## src/rtl/matmul_pkg.sv

```systemverilog
// Shared types and sizing helpers for the streaming matrix-multiply engine.
package matmul_pkg;

  localparam int N_MAX      = 8;
  localparam int DATA_W_MAX = 8;

  typedef enum logic [1:0] {
    LOAD,
    COMPUTE,
    DRAIN
  } state_e;

  function automatic int acc_width(input int n, input int data_w);
    return 2 * data_w + $clog2(n);
  endfunction

  function automatic int out_bytes(input int acc_w);
    return (acc_w + 7) / 8;
  endfunction

endpackage

```

## src/rtl/matmul_mac.sv

```systemverilog
// Shared multiply-accumulate unit; operands are two's-complement when MATMUL_SIGNED_EN is defined.
module matmul_mac
  import matmul_pkg::*;
#(
  parameter int DATA_W = 8,
  parameter int ACC_W  = 18
) (
  input  logic              clk,
  input  logic              reset,
  input  logic              en,
  input  logic              clr,
  input  logic [DATA_W-1:0] a,
  input  logic [DATA_W-1:0] b,
  output logic [ACC_W-1:0]  acc
);

`ifdef MATMUL_SIGNED_EN
  localparam logic SIGNED_EN = 1'b1;
`else
  localparam logic SIGNED_EN = 1'b0;
`endif

  localparam int EXT_W = ACC_W - 2 * DATA_W;

  logic signed [2*DATA_W-1:0] a_ext, b_ext, prod;
  logic signed [ACC_W-1:0]    prod_ext;
  logic [ACC_W-1:0]           acc_d, acc_q;

  // Unsigned operands are zero-extended, so the low product bits match either way.
  always_comb begin
    a_ext    = {{DATA_W{SIGNED_EN & a[DATA_W-1]}}, a};
    b_ext    = {{DATA_W{SIGNED_EN & b[DATA_W-1]}}, b};
    prod     = a_ext * b_ext;
    prod_ext = {{EXT_W{SIGNED_EN & prod[2*DATA_W-1]}}, prod};
    acc_d    = acc_q;
    if (en) begin
      acc_d = (clr ? '0 : acc_q) + prod_ext;
    end
  end

  always_ff @(posedge clk or posedge reset) begin
    if (reset) begin
      acc_q <= '0;
    end else begin
      acc_q <= acc_d;
    end
  end

  assign acc = acc_q;

endmodule

```

## src/rtl/matmul_stream_engine.sv

```systemverilog
// Streaming N x N matrix multiplier: load A,B words, compute with one MAC, drain C bytes LSB first.
// Optional build macro MATMUL_SIGNED_EN selects two's-complement arithmetic and sign-padded output.
module matmul_stream_engine
  import matmul_pkg::*;
#(
  parameter int N      = 3,
  parameter int DATA_W = 8
) (
  input  logic              clk,
  input  logic              reset,
  input  logic              abort,
  input  logic [DATA_W-1:0] in_data,
  input  logic              in_valid,
  output logic              in_ready,
  output logic [7:0]        out_data,
  output logic              out_valid,
  input  logic              out_ready,
  output logic              busy,
  output logic              frame_done
);

`ifdef MATMUL_SIGNED_EN
  localparam logic PAD_SIGNED = 1'b1;
`else
  localparam logic PAD_SIGNED = 1'b0;
`endif

  localparam int ACC_W     = acc_width(N, DATA_W);
  localparam int OUT_BYTES = out_bytes(ACC_W);
  localparam int NN        = N * N;
  localparam int IDX_W     = $clog2(NN);
  localparam int IJK_W     = $clog2(N);
  localparam int BYTE_W    = (OUT_BYTES > 1) ? $clog2(OUT_BYTES) : 1;

  localparam logic [IDX_W-1:0]  IDX_LAST  = IDX_W'(NN - 1);
  localparam logic [IJK_W-1:0]  IJK_LAST  = IJK_W'(N - 1);
  localparam logic [BYTE_W-1:0] BYTE_LAST = BYTE_W'(OUT_BYTES - 1);

  state_e             state_q, state_d;
  logic               sel_b_q, sel_b_d;
  logic [IDX_W-1:0]   idx_q, idx_d;
  logic [IJK_W-1:0]   i_q, i_d, j_q, j_d, k_q, k_d;
  logic [BYTE_W-1:0]  byte_q, byte_d;
  logic               wr_q, wr_d, fin_q, fin_d;
  logic [IDX_W-1:0]   wr_idx_q, wr_idx_d;
  logic [DATA_W-1:0]  mat_a_q [NN];
  logic [DATA_W-1:0]  mat_a_d [NN];
  logic [DATA_W-1:0]  mat_b_q [NN];
  logic [DATA_W-1:0]  mat_b_d [NN];
  logic [ACC_W-1:0]   mat_c_q [NN];
  logic [ACC_W-1:0]   mat_c_d [NN];

  logic                   mac_en;
  logic [IDX_W-1:0]       a_idx, b_idx;
  logic [ACC_W-1:0]       acc;
  logic [OUT_BYTES*8-1:0] elem_wide;
  logic [7:0]             out_byte;
  logic                   last_byte;

  matmul_mac #(
    .DATA_W (DATA_W),
    .ACC_W  (ACC_W)
  ) u_mac (
    .clk   (clk),
    .reset (reset),
    .en    (mac_en),
    .clr   (k_q == '0),
    .a     (mat_a_q[a_idx]),
    .b     (mat_b_q[b_idx]),
    .acc   (acc)
  );

  always_comb begin
    state_d  = state_q;
    sel_b_d  = sel_b_q;
    idx_d    = idx_q;
    i_d      = i_q;
    j_d      = j_q;
    k_d      = k_q;
    byte_d   = byte_q;
    wr_d     = 1'b0;
    fin_d    = 1'b0;
    wr_idx_d = wr_idx_q;
    mat_a_d  = mat_a_q;
    mat_b_d  = mat_b_q;
    mat_c_d  = mat_c_q;
    mac_en   = 1'b0;
    a_idx    = IDX_W'(i_q) * IDX_W'(N) + IDX_W'(k_q);
    b_idx    = IDX_W'(k_q) * IDX_W'(N) + IDX_W'(j_q);

    case (state_q)
      LOAD: begin
        if (in_valid) begin
          if (sel_b_q) mat_b_d[idx_q] = in_data;
          else         mat_a_d[idx_q] = in_data;
          if (idx_q == IDX_LAST) begin
            idx_d   = '0;
            sel_b_d = ~sel_b_q;
            if (sel_b_q) state_d = COMPUTE;
          end else begin
            idx_d = idx_q + 1'b1;
          end
        end
      end
      COMPUTE: begin
        // C write trails the final k accumulation by one cycle; fin_q marks the tail cycle.
        if (wr_q) mat_c_d[wr_idx_q] = acc;
        if (fin_q) begin
          state_d = DRAIN;
        end else begin
          mac_en   = 1'b1;
          wr_d     = (k_q == IJK_LAST);
          wr_idx_d = IDX_W'(i_q) * IDX_W'(N) + IDX_W'(j_q);
          fin_d    = wr_d && (i_q == IJK_LAST) && (j_q == IJK_LAST);
          if (k_q == IJK_LAST) begin
            k_d = '0;
            if (j_q == IJK_LAST) begin
              j_d = '0;
              i_d = (i_q == IJK_LAST) ? '0 : i_q + 1'b1;
            end else begin
              j_d = j_q + 1'b1;
            end
          end else begin
            k_d = k_q + 1'b1;
          end
        end
      end
      DRAIN: begin
        if (out_ready) begin
          if (byte_q == BYTE_LAST) begin
            byte_d = '0;
            if (idx_q == IDX_LAST) begin
              idx_d   = '0;
              state_d = LOAD;
            end else begin
              idx_d = idx_q + 1'b1;
            end
          end else begin
            byte_d = byte_q + 1'b1;
          end
        end
      end
      default: state_d = LOAD;
    endcase

    // Abort wins over any same-cycle handshake and leaves storage untouched.
    if (abort) begin
      state_d = LOAD;
      sel_b_d = 1'b0;
      idx_d   = '0;
      i_d     = '0;
      j_d     = '0;
      k_d     = '0;
      byte_d  = '0;
      wr_d    = 1'b0;
      fin_d   = 1'b0;
      mat_a_d = mat_a_q;
      mat_b_d = mat_b_q;
      mat_c_d = mat_c_q;
    end
  end

  always_ff @(posedge clk or posedge reset) begin
    if (reset) begin
      state_q  <= LOAD;
      sel_b_q  <= 1'b0;
      idx_q    <= '0;
      i_q      <= '0;
      j_q      <= '0;
      k_q      <= '0;
      byte_q   <= '0;
      wr_q     <= 1'b0;
      fin_q    <= 1'b0;
      wr_idx_q <= '0;
      for (int e = 0; e < NN; e++) begin
        mat_a_q[e] <= '0;
        mat_b_q[e] <= '0;
        mat_c_q[e] <= '0;
      end
    end else begin
      state_q  <= state_d;
      sel_b_q  <= sel_b_d;
      idx_q    <= idx_d;
      i_q      <= i_d;
      j_q      <= j_d;
      k_q      <= k_d;
      byte_q   <= byte_d;
      wr_q     <= wr_d;
      fin_q    <= fin_d;
      wr_idx_q <= wr_idx_d;
      mat_a_q  <= mat_a_d;
      mat_b_q  <= mat_b_d;
      mat_c_q  <= mat_c_d;
    end
  end

  // Output byte: pad the element above ACC_W-1, then pick the current byte lane.
  always_comb begin
    elem_wide              = {(OUT_BYTES*8){PAD_SIGNED & mat_c_q[idx_q][ACC_W-1]}};
    elem_wide[ACC_W-1:0]   = mat_c_q[idx_q];
    out_byte               = '0;
    for (int bb = 0; bb < OUT_BYTES; bb++) begin
      if (byte_q == BYTE_W'(bb)) out_byte = elem_wide[bb*8 +: 8];
    end
  end

  assign last_byte  = (byte_q == BYTE_LAST) && (idx_q == IDX_LAST);
  assign in_ready   = (state_q == LOAD);
  assign out_valid  = (state_q == DRAIN);
  assign out_data   = out_valid ? out_byte : 8'h00;
  assign busy       = (state_q != LOAD);
  assign frame_done = out_valid && out_ready && last_byte && !abort;

endmodule

```

## config.mk

```make
export PLATFORM = sky130hd
export DESIGN_NAME = matmul_stream_engine
export DESIGN_NICKNAME = d
export VERILOG_FILES = /design/src/rtl/matmul_pkg.sv /design/src/rtl/matmul_mac.sv /design/src/rtl/matmul_stream_engine.sv
export SDC_FILE = /design/constraint.sdc
export NUM_CORES = 1
export LEC_CHECK = 0
export CAP_MARGIN = 20
export CORE_MARGIN = 4
export CORE_UTILIZATION = 40
export CTS_CLUSTER_DIAMETER = 100
export DETAILED_ROUTE_END_ITERATION = 6
export PLACE_DENSITY = 0.57
export SKIP_LAST_GASP = 1
export SYNTH_ARGS = -nofsm -noshare
export SYNTH_HDL_FRONTEND = slang
export SYNTH_HIERARCHICAL = 1
export SYNTH_SLANG_ARGS = --single-unit
```

## constraint.sdc

```tcl
create_clock -name clk -period 10.55 [get_ports clk]
set_clock_uncertainty 0.1 [all_clocks]
set_input_delay 1.055 -clock clk [delete_from_list [all_inputs] [get_ports clk]]
set_output_delay 1.055 -clock clk [all_outputs]
set_load 0.02 [all_outputs]
```

==> summary.md, run 1 <==
| Metric | Value |
|---|---|
| Run status | `finished, final reports clean` |
| Count of final max-slew check failures | `0` |
| CTS Root Cell | `clkbuf_16` |
| Period minus WS final | `7430 ps` |
| Hold Vio Cnt, Final | `0` |
| Asr flop ratio synth | `100%` |
| Final setup margin | `3120 ps` |
| CP startpoint kind | `register` |
| Share of layout cells above drive strength 1 | `32.4%` |
| R2R cell count | `23` |
| Syn Inst Count | `1432` |
| Class of the worst hold path | `reg -> reg` |
| EDFF count, synth | `0` |
| # setup viols final | `0` |
| Fill count | `4240` |
| Pleak | `10.1 nW` |
| Post-CTS Repair Setup Buffers | `0` |
| FF-to-FF setup slack | `3120 ps` |
| Critical Path, Cell by Cell | `inv_1, ha_1, ha_1, a21o_1, nand2_1, xnor2_1, nor4b_2, o2bb2ai_1, nand2_1, fa_1, inv_1, fa_1, inv_1, fa_1, inv_1, fa_1, ha_1, a21oi_1, o21a_1, o221a_2, o21ai_2, xor2_1, mux2_2` |
| Worst Tran Pin Value | `1090 ps` |
| # hold bufs at CTS | `0` |
| Fmax | `0.135 GHz` |
| Routed len/inst | `21.4 µm` |
| Final period utilization | `70.4%` |
| Largest net degree at the start of global routing | `90` |
| Drc violations | `0` |
| H-tree Lvls | `2` |
| CTS tree | `yes` |
| Cell Pwr Density | `139 nW/µm²` |
| Final wirelength | `44800 µm` |
| Gpl congestion | `0.823` |
| RSZ-0062 raised after global routing | `false` |
| Max cap viols | `0` |
| Worst IR Drop VDD | `0.105 mV` |
| Core Footprint | `46500 µm²` |
| Ys Warns | `6` |
| Area of the die | `50400 µm²` |
| Number of buffers created by CTS | `41` |
| Worst Path Class, Setup | `reg -> reg` |
| Syn Std Cell Area | `18700 µm²` |
| Final Instance Area | `20900 µm²` |
| Distinct cells, synth | `68` |
| GR Util All Layers | `18.2%` |
| IO Port Bufs | `24` |
| Avg Cell Area, Syn | `13.1 µm²` |
| Die Height | `224 µm` |
| Seq/Total Area, Yosys | `46.1%` |
| Tot Pwr | `2.92 mW` |
| Setup TNS | `0 ps` |
| Post-DP HPWL | `29700 µm` |
| Hold Crit Depth | `1` |
| Req. time, crit path | `10880 ps` |
| Final Non-Filler Cells | `2094` |
| Ys flop type | `dfrtp_1` |
| DRT iter0 DRCs | `618` |
| CP max stage delay | `820 ps` |
| CTS Sinks | `345` |
| FF-to-FF Start | `i_q[0]` |
| Endpoint class of the critical path | `register` |
| Dpl ws | `3100 ps` |
| Initial Utilization | `40.3%` |
| Post-Place Cell Area | `19600 µm²` |
| Hold Path End | `mat_b_q[56]` |
| Vias in the first global route | `12100` |
| Dpl cells | `2020` |
| Via/cell ratio | `5.44` |
| Max Buffers Root-to-Sink | `3` |
| Clk pin slew, worst setup/hold paths | `60 ps` |
| Area Growth Syn to Fin | `11.8%` |
| Total grt overflow | `0` |
| DRT Pass-1 Iters | `4` |
| Number of diodes | `0` |
| Crit path max fanout | `9` |
| FF+latch count, synth | `345` |
| Slowest CP cell | `nor4b_2` |
| Detail Route Antenna Nets | `0` |
| Mapped Nets | `1557` |
| Die X | `224 µm` |
| WP data arrival | `7760 ps` |
| Worst skew pair latency | `550 ps` |
| IO Pins | `25` |
| Vias after detailed routing | `11400` |
| Initial antenna violation count | `0` |
| Post-cts gate resize count | `0` |
| Cell Rows | `79` |
| Max_slew headroom | `26.9%` |
| Final Net Count | `1583` |
| First-pass GRT wire length | `71900 µm` |
| Hold path start | `mat_b_q[56]` |
| Worst r2r dst | `u_mac/acc[16]` |
==> worst max path at each step <==
stage	start	endpoint	slack (ps)	depth (start not counted)
3_3_place_gp	i_q[0]	u_mac/acc[16]	3310	23
5_1_grt	i_q[0]	u_mac/acc[14]	2600	23
4_1_cts	i_q[0]	u_mac/acc[16]	3100	23
6_report	i_q[0]	u_mac/acc[16]	3120	23
2_1_floorplan	reset	byte_q[0]	340	1
3_5_place_dp	i_q[0]	u_mac/acc[16]	3100	23
==> metal layers <==
layer,vias to the layer above,share of wire (%),global-route usage [%]
met5,-,0,0
li1,5157,-,-
met3,56,3.1,2.47
met4,0,1.7,4.05
met2,161,49,30.7
met1,6008,46,25.2
==> Yosys cell counts (3+ instances only) <==
cell / number / area share [%]
buf_1: 5 / 0.10
nand2_1: 91 / 1.8
ha_1: 58 / 3.9
mux2_1: 4 / 0.24
nor2_1: 38 / 0.76
and3_1: 4 / 0.13
nand2_2: 6 / 0.20
nor2b_1: 19 / 0.63
nand4_1: 3 / 0.10
a211o_1: 3 / 0.14
nor3_1: 7 / 0.19
xor2_1: 5 / 0.23
and2_1: 40 / 1.3
o31ai_1: 5 / 0.20
a31oi_1: 6 / 0.20
mux4_2: 53 / 6.4
mux2i_1: 43 / 2.3
a311o_1: 4 / 0.21
mux2_2: 328 / 20
clkbuf_1: 27 / 0.54
a21o_1: 3 / 0.12
nand2b_1: 14 / 0.47
inv_1: 94 / 1.9
xnor2_1: 10 / 0.47
nand3_1: 12 / 0.32
dfrtp_1: 345 / 46
o221ai_1: 3 / 0.14
a22oi_1: 4 / 0.16
nor4b_2: 3 / 0.24
buf_4: 3 / 0.12
o22ai_1: 3 / 0.10
a21oi_1: 43 / 1.1
fa_1: 54 / 5.8
a221oi_1: 5 / 0.23
o21ai_0: 19 / 0.51
o2bb2ai_1: 8 / 0.37
buf_2: 19 / 0.51
==> logic make-up after synthesis <==
logic type      Yosys count  synth area share (%)
simple gates            253                  7.09
buf+inv                 151                  3.29
mux                     428                  28.6
xor+xnor                 15                 0.701
flops                   345                  46.1
compound gates          128                  4.57
fa+ha+maj               112                  9.64
==> state kept, by name, summed over array words and instances, names as in the netlist, 2 cells and up <==
signal / cells
i_q: 2
idx_q: 4
k_q: 2
mat_b_q: 72
wr_idx_q: 4
state_q: 2
u_mac/acc: 18
mat_a_q: 72
mat_c_q: 162
byte_q: 2
j_q: 2
==> cell usage in the layout (no fill, tap or decap), types with 4 or more instances in the layout <==
cell             Yosys  routed
nor2_1              38      37
mux2i_1             43      43
nand2_2              6       6
nand2b_1            14      14
nand3_1             12      12
nand2_1             91      91
mux2_2             328     328
buf_4                3      13
dfrtp_1            345     344
clkdlybuf4s50_1      0      24
clkbuf_1            27      13
and3_1               4       4
nor2b_1             19      19
xor2_1               5       5
fa_1                54      54
a22oi_1              4       4
o2bb2ai_1            8       8
ha_1                58      58
a221oi_1             5       5
clkinv_2             0       6
o21ai_0             19      19
xnor2_1             10      10
inv_1               94      93
clkbuf_16            0      43
a31oi_1              6       6
o31ai_1              5       5
nor3_1               7       7
mux4_2              53      53
mux2_1               4       4
a21oi_1             43      43
and2_1              40      40
clkbuf_8             0       6
a311o_1              4       4
==> stage by stage <==
step	utilization [%]	hold WS [ps]
after floorplan	-	358
after global placement	42.2	369
after detailed placement	42.2	381
after CTS	45.0	394
after global routing	45.1	406
final	45.1	387
==> power by group <==
part	internal (mW)	switching [mW]	total [mW]	leakage (nW)
clock	0.814	0.552	1.37	0.639
combinational	0.0658	0.0964	0.162	4.69
sequential	1.36	0.0295	1.39	4.76
total	2.24	0.678	2.92	10.1
==> final cells by class <==
cell class	count	area (µm²)	area share, %
clock buffers	62	1210	5.77
inverters	95	364	1.74
multi-input cells	936	9490	45.3
well taps	607	759	3.63
clock inverters	10	86.3	0.412
repair buffers	39	393	1.88
flip-flops and latches	345	8640	41.2
==> critical path, delay by kind of cell (launching register included) <==
family / cells / cell delay (ps)
compound gates: 6 / 1150
xor+xnor: 2 / 850
fa+ha+maj: 7 / 3180
buf+inv: 4 / 270
flops: 1 / 450
mux: 1 / 260
simple gates: 3 / 1050
Note: power is estimated with default switching activity, not from simulation.
==> run 2, diff against run 1 <==
clock period = 6.7 ns   (was 10.55 ns; I/O delays follow)
==> run 2 against run 1 <==
Net effect: maximum frequency is 16% higher; routed wire length down 1.2%; power grew 58%; clock-buffer cell count decreased by 6; critical path type unchanged; largest power group unchanged; highest routed layer unchanged.
==> summary.md, run 2 (synthesis results as in run 1) <==
| Metric | Value |
|---|---|
| Run status | `finished, final reports clean` |
| Critical Path, Cell by Cell | `fa_1, ha_1, fa_2, buf_4, mux2i_1, o21ai_1, buf_4, nand2_1, fa_1, fa_1, inv_1, fa_1, inv_1, fa_1, inv_1, ha_1, o211a_1, a21boi_2, o31ai_2, xor2_1, mux2_2` |
| Max cap viols | `0 (unchanged)` |
| Clk pin slew, worst setup/hold paths | `60 ps (about the same)` |
| Worst r2r dst | `u_mac/acc[14]` |
| Final Instance Area | `21200 µm² (+1.2%)` |
| Crit-path most repeated cell | `fa_1` |
| Final Util | `45.6% (+0.53 points)` |
| # setup viols final | `0 (unchanged)` |
| CP bufs+invs | `5 (+1)` |
| Vias in the first global route | `12400 (+1.8%)` |
| Max reg flops | `162 (unchanged)` |
| Sequential share of power | `47.6% (about the same)` |
| Net Sw Power | `1.06 mW (+56%)` |
| Period minus WS final | `6390 ps (-1040 ps)` |
| Hold Crit Depth | `1 (unchanged)` |
| Worst IR Drop VDD | `0.192 mV (+83%)` |
| Hold path start | `mat_b_q[56]` |
| Final wirelength | `44300 µm (-1.2%)` |
| Clk network pwr share | `46.5% (-0.3 points)` |
| GR Util All Layers | `17.9% (-0.21 points)` |
| Die Height | `224 µm (unchanged)` |
| Initial Utilization | `40.3% (unchanged)` |
| Worst skew pair latency | `550 ps (about the same)` |
| Share of layout cells above drive strength 1 | `34.2% (+1.8 points)` |
| H-tree Lvls | `2 (unchanged)` |
| IO Pins | `25 (unchanged)` |
| Largest net degree at the start of global routing | `160 (+78%)` |
| CP max stage delay | `630 ps (-190 ps)` |
| CTS tree | `yes` |
| Worst Path Class, Setup | `reg -> reg` |
| Vias after detailed routing | `11500 (+1.1%)` |
| RSZ-0062 raised after global routing | `false` |
| FF-to-FF setup slack | `310 ps (-2810 ps)` |
| Pleak | `10.2 nW (+1.5%)` |
| Commonest cells after routing, fill and taps aside | `dfrtp_1, mux2_2, inv_1` |
| Endpoint class of the critical path | `register` |
| Post-Place Cell Area | `19800 µm² (+1.2%)` |
| Class of the worst hold path | `reg -> reg` |
| Total grt overflow | `0 (unchanged)` |
| Dpl ws | `-2.14 ps (-3110 ps)` |
| Req. time, crit path | `7040 ps (-3840 ps)` |
| DRT iter0 DRCs | `615 (-0.49%)` |
| Largest regs | `mat_c_q x162, mat_a_q x72, mat_b_q x72` |
| DRT Pass-1 Iters | `4 (unchanged)` |
| Number of buffers created by CTS | `40 (-2.4%)` |
| Cell Pwr Density | `217 nW/µm² (+56%)` |
| Kind of cell adding the most delay to the critical path | `adder cells` |
| Worst Tran Pin Value | `1050 ps (-33.4 ps)` |
| Routed len/inst | `20.9 µm (-2.1%)` |
| Hold Path End | `mat_b_q[56]` |
| First-pass GRT wire length | `70900 µm (-1.3%)` |
| Final period utilization | `95.3% (+25 points)` |
| Detail Route Antenna Nets | `0 (unchanged)` |
| CP startpoint kind | `register` |
| CTS Root Cell | `clkbuf_16` |
| Switching share of total power | `22.9% (-0.28 points)` |
| Setup TNS | `0 ps (unchanged)` |
| Hold Vio Cnt, Final | `0 (unchanged)` |
| Final setup margin | `312 ps (-2810 ps)` |
| Initial antenna violation count | `0 (unchanged)` |
| Final Net Count | `1606 (+1.5%)` |
| Cell Rows | `79 (unchanged)` |
| Area of the die | `50400 µm² (unchanged)` |
| Area Growth Syn to Fin | `13.1%` |
| IO Port Bufs | `24 (unchanged)` |
| Core Footprint | `46500 µm² (unchanged)` |
| Fmax | `0.157 GHz (+16%)` |
| FF-to-FF Start | `j_q[1]` |
| Internal | `3.55 mW (+58%)` |
| Count of final max-slew check failures | `0 (unchanged)` |
| Gate power share | `5.9% (+0.3 points)` |
| R2R cell count | `21 (-8.7%)` |
| Post-DP HPWL | `29900 µm (+0.69%)` |
| Max_slew headroom | `29.5% (+2.6 points)` |
| WP data arrival | `6720 ps (-1040 ps)` |
| Dpl cells | `2044 (+1.2%)` |
| Crit path max fanout | `7 (-2)` |
| Max Buffers Root-to-Sink | `3 (unchanged)` |
| WHS | `388 ps (+0.769 ps)` |
| Gpl congestion | `0.844 (+2.6%)` |
| Biggest register | `mat_c_q` |
| Tot Pwr | `4.60 mW (+58%)` |
| Most common cell after layout, fill and taps aside | `dfrtp_1` |
| Die X | `224 µm (unchanged)` |
| Final Non-Filler Cells | `2114 (+0.96%)` |
| Slowest CP cell | `fa_2` |
| Via/cell ratio | `5.44 (+0.14%)` |
| CTS Sinks | `345 (unchanged)` |
| Drc violations | `0 (unchanged)` |
[run 2: cell types whose count changed in the layout (fill, tap and decap cells not counted), sizes merged]
cell / before / now
buf: 15 / 38
clkbuf: 62 / 57
inv: 96 / 94
bufinv: 1 / 2
clkinv: 8 / 9
clkinvlp: 0 / 1
diode: 0 / 1
[run 2: layer usage]
layer,vias up,share of wire (%),track usage [%]
met1,6051,45,24.0
li1,5218,-,-
met4,0,2.0,4.60
met2,183,50,30.8
met5,-,0,0
met3,55,3.6,2.88
[run 2: area by class of cell]
class,instances,area [µm²]
diodes,1,2.50
clock buffers,56,1160
clock inverters,11,124
fillers,4223,25300
inverters,95,360
multi-input cells,936,9540
flip-flops and latches,345,8640
well taps,607,759
repair buffers,63,601
[run 2: power by group through the flow]
| stage | Clock (mW) | Sequential, mW | Combinational, mW |
|---|---|---|---|
| after floorplan | 0 | 2.21 | 0.184 |
| after global placement | 0 | 2.22 | 0.268 |
| after detailed placement | 0 | 2.23 | 0.272 |
| after CTS | 2.21 | 2.19 | 0.273 |
| after global routing | 2.29 | 2.20 | 0.301 |
| final | 2.14 | 2.19 | 0.271 |
[run 2: worst max path at each step]
stage	start	endpoint	slack [ps]	depth (start not counted)
after CTS	j_q[1]	u_mac/acc[14]	30	20
after global routing	i_q[1]	u_mac/acc[14]	10	22
after floorplan	j_q[1]	u_mac/acc[16]	130	22
after global placement	j_q[1]	u_mac/acc[16]	70	21
final	j_q[1]	u_mac/acc[14]	310	21
after detailed placement	j_q[1]	u_mac/acc[14]	-2	20
[run 2: timing repair]
item	in CTS	in global routing
setup endpoints to repair	2	10
resized for setup	1	14
setup buffers	0	0
hold buffers	0	0
[run 2: worst reg2reg max path, delay by kind of cell (launching register included)]
kind / cells / cell delay, ps
and+or+nand+nor: 1 / 90
buffers and inverters: 5 / 530
muxes: 2 / 340
AOI/OAI and AO/OA: 4 / 830
xor gates and xnor gates: 1 / 140
adders and majority gates: 8 / 3830
DFF: 1 / 400
==> run 3, diff against run 2 <==
SLEW_MARGIN = 20   (was not set)
==> run 3 against run 2 <==
Net effect: die area did not move; non-clock buffer count fell by 2; highest routed layer unchanged; worst hold slack improved by 0.61 ps; via count fell by 0.36%; core utilization fell by 0.056 points; design area fell by 0.12%; sequential power barely moved; clock-buffer cell count did not move; critical path depth rose by 1; power barely moved; critical path type unchanged; routed wire length fell by 0.28%; setup slack got worse by 3.8 ps.
==> summary.md, run 3 (synthesis results as in run 1) <==
| Metric | Value |
|---|---|
| Run status | `finished, final reports clean` |
| WHS | `389 ps (+0.614 ps)` |
| CTS Sinks | `345 (unchanged)` |
| Vias after detailed routing | `11500 (-0.36%)` |
| Tot Pwr | `4.60 mW (about the same)` |
| Max_slew headroom | `29.4% (-0.094 points)` |
| Fill count | `4223 (unchanged)` |
| Slowest CP cell | `fa_1` |
| Cell Rows | `79 (unchanged)` |
| Routed len/inst | `20.9 µm (-0.14%)` |
| CTS Root Cell | `clkbuf_16` |
| Final Instance Area | `21200 µm² (-0.12%)` |
| Drc violations | `0 (unchanged)` |
| Worst r2r dst | `u_mac/acc[16]` |
| Initial antenna violation count | `0 (unchanged)` |
| FF-to-FF Start | `j_q[1]` |
| Count of final max-slew check failures | `0 (unchanged)` |
| Crit-path most repeated cell | `fa_1` |
| Initial Utilization | `40.3% (unchanged)` |
| Worst Tran Pin Value | `1050 ps (-3.37 ps)` |
| Biggest register | `mat_c_q` |
| Req. time, crit path | `7020 ps (-20 ps)` |
| Endpoint class of the critical path | `register` |
| Final wirelength | `44100 µm (-0.28%)` |
| Final Net Count | `1604 (-0.12%)` |
| Die Height | `224 µm (unchanged)` |
| Worst setup endpoint | `u_mac/acc[16]` |
| R2R cell count | `22 (+4.8%)` |
| Detail Route Antenna Nets | `0 (unchanged)` |
| Worst IR Drop VDD | `0.191 mV (-0.16%)` |
| Commonest cells after routing, fill and taps aside | `dfrtp_1, mux2_2, inv_1` |
| Most common cell after layout, fill and taps aside | `dfrtp_1` |
| Core Footprint | `46500 µm² (unchanged)` |
| Crit path max fanout | `8 (+1)` |
| Crit path depth | `22 (+4.8%)` |
| Max cap viols | `0 (unchanged)` |
| # hold bufs at CTS | `0 (unchanged)` |
| DRT iter0 DRCs | `671 (+9.1%)` |
| RSZ-0062 raised after global routing | `false` |
| Gpl congestion | `0.844 (unchanged)` |
| Final period utilization | `95.4% (about the same)` |
| Largest regs | `mat_c_q x162, mat_a_q x72, mat_b_q x72` |
| CP bufs+invs | `4 (-1)` |
| Post-DP HPWL | `29900 µm (unchanged)` |
| Max Buffers Root-to-Sink | `3 (unchanged)` |
| IO Pins | `25 (unchanged)` |
| CP max stage delay | `550 ps (-80 ps)` |
| Max reg flops | `162 (unchanged)` |
| Area of the die | `50400 µm² (unchanged)` |
| Worst Path Class, Setup | `reg -> reg` |
| WP data arrival | `6710 ps (about the same)` |
| Post-Place Cell Area | `19800 µm² (unchanged)` |
| Via/cell ratio | `5.43 (-0.21%)` |
| FF-to-FF setup slack | `310 ps (about the same)` |
| # setup viols final | `0 (unchanged)` |
| Area Growth Syn to Fin | `12.9%` |
| Cell Pwr Density | `217 nW/µm² (about the same)` |
| Critical Path, Cell by Cell | `fa_1, ha_1, fa_2, nor4b_2, buf_4, nand2_1, o21ai_2, nand2_1, fa_1, inv_1, fa_1, inv_1, fa_1, inv_1, fa_1, ha_1, a21oi_1, o21a_1, o221a_2, o21ai_2, xor2_1, mux2_2` |
| Number of diodes | `0 (-1)` |
| Share of layout cells above drive strength 1 | `34.2% (about the same)` |
| Number of buffers created by CTS | `40 (unchanged)` |
| Die X | `224 µm (unchanged)` |
| Fmax | `0.156 GHz (about the same)` |
| H-tree Lvls | `2 (unchanged)` |
| Kind of cell adding the most delay to the critical path | `adder cells` |
| Multi-input gate area | `9540 µm² (about the same)` |
| Worst skew pair latency | `550 ps (about the same)` |
| Class of the worst hold path | `reg -> reg` |
| DRT Pass-1 Iters | `5 (+1)` |
| Register area | `8640 µm² (unchanged)` |
| Vias in the first global route | `12400 (unchanged)` |
| GR Util All Layers | `17.9% (unchanged)` |
| CP startpoint kind | `register` |
| First-pass GRT wire length | `70900 µm (unchanged)` |
| Largest net degree at the start of global routing | `160 (unchanged)` |
| CTS tree | `yes` |
| Crit path launch | `j_q[1]` |
| Total grt overflow | `0 (unchanged)` |
| Hold Crit Depth | `1 (unchanged)` |
| Pleak | `10.2 nW (-0.13%)` |
| Dpl cells | `2044 (unchanged)` |
| Period minus WS final | `6390 ps (+3.82 ps)` |
| IO Port Bufs | `24 (unchanged)` |
| Clk pin slew, worst setup/hold paths | `60 ps (about the same)` |
| Hold Vio Cnt, Final | `0 (unchanged)` |
| Final Non-Filler Cells | `2111 (-0.14%)` |
-- run 3: cell types whose count changed in the layout (fill, tap and decap cells not counted), sizes merged --
cell,before,now
clkbuf,57,56
buf,38,37
diode,1,0
-- run 3: metrics by stage --
step           setup TNS [ps]  setup WS (ps)  utilization (%)
6_report                    0            309             45.5
5_1_grt                     0           11.5             45.5
4_1_cts                     0           31.6             45.4
3_5_place_dp            -2.14          -2.14             42.7
3_3_place_gp                0           67.2             42.7
2_1_floorplan               0            131                -
-- run 3: what timing repair did --
| item | CTS | global route |
|---|---|---|
| setup buffers | 0 | 0 |
| setup endpoints to repair | 2 | 10 |
| gates resized for setup | 1 | 14 |
| hold endpoints to repair | 0 | 0 |
| pin swaps | 0 | 0 |
-- run 3: worst min-delay path by stage --
stage | from | to
6_report | mat_b_q[56] | mat_b_q[56]
5_1_grt | mat_c_q[74] | mat_c_q[74]
4_1_cts | mat_b_q[56] | mat_b_q[56]
3_5_place_dp | mat_b_q[56] | mat_b_q[56]
3_3_place_gp | mat_b_q[56] | mat_b_q[56]
2_1_floorplan | mat_c_q[18] | mat_c_q[18]
-- run 3: power by group --
part           switching, mW  internal [mW]  total (mW)
registers             0.0439           2.15        2.19
logic                  0.156          0.113       0.269
clock network          0.853           1.29        2.14
total                   1.05           3.54        4.60
-- run 3: metal layers --
metal,track usage [%],wire [µm],part of all wire (%),vias to the layer above
met1,24.0,20000,45,6022
met3,2.88,1550,3.5,58
met2,30.8,21600,49,176
met4,4.60,952,2.2,0
met5,0,0,0,-
li1,-,-,-,5210
-- run 3: final cells by class --
cell class / count / area share [%]
Sequential cell: 345 / 40.8
Clock inverter: 11 / 0.585
Timing Repair Buffer: 61 / 2.70
Multi-Input combinational cell: 936 / 45.1
Clock buffer: 56 / 5.50
Tap cell: 607 / 3.59
Inverter: 95 / 1.70
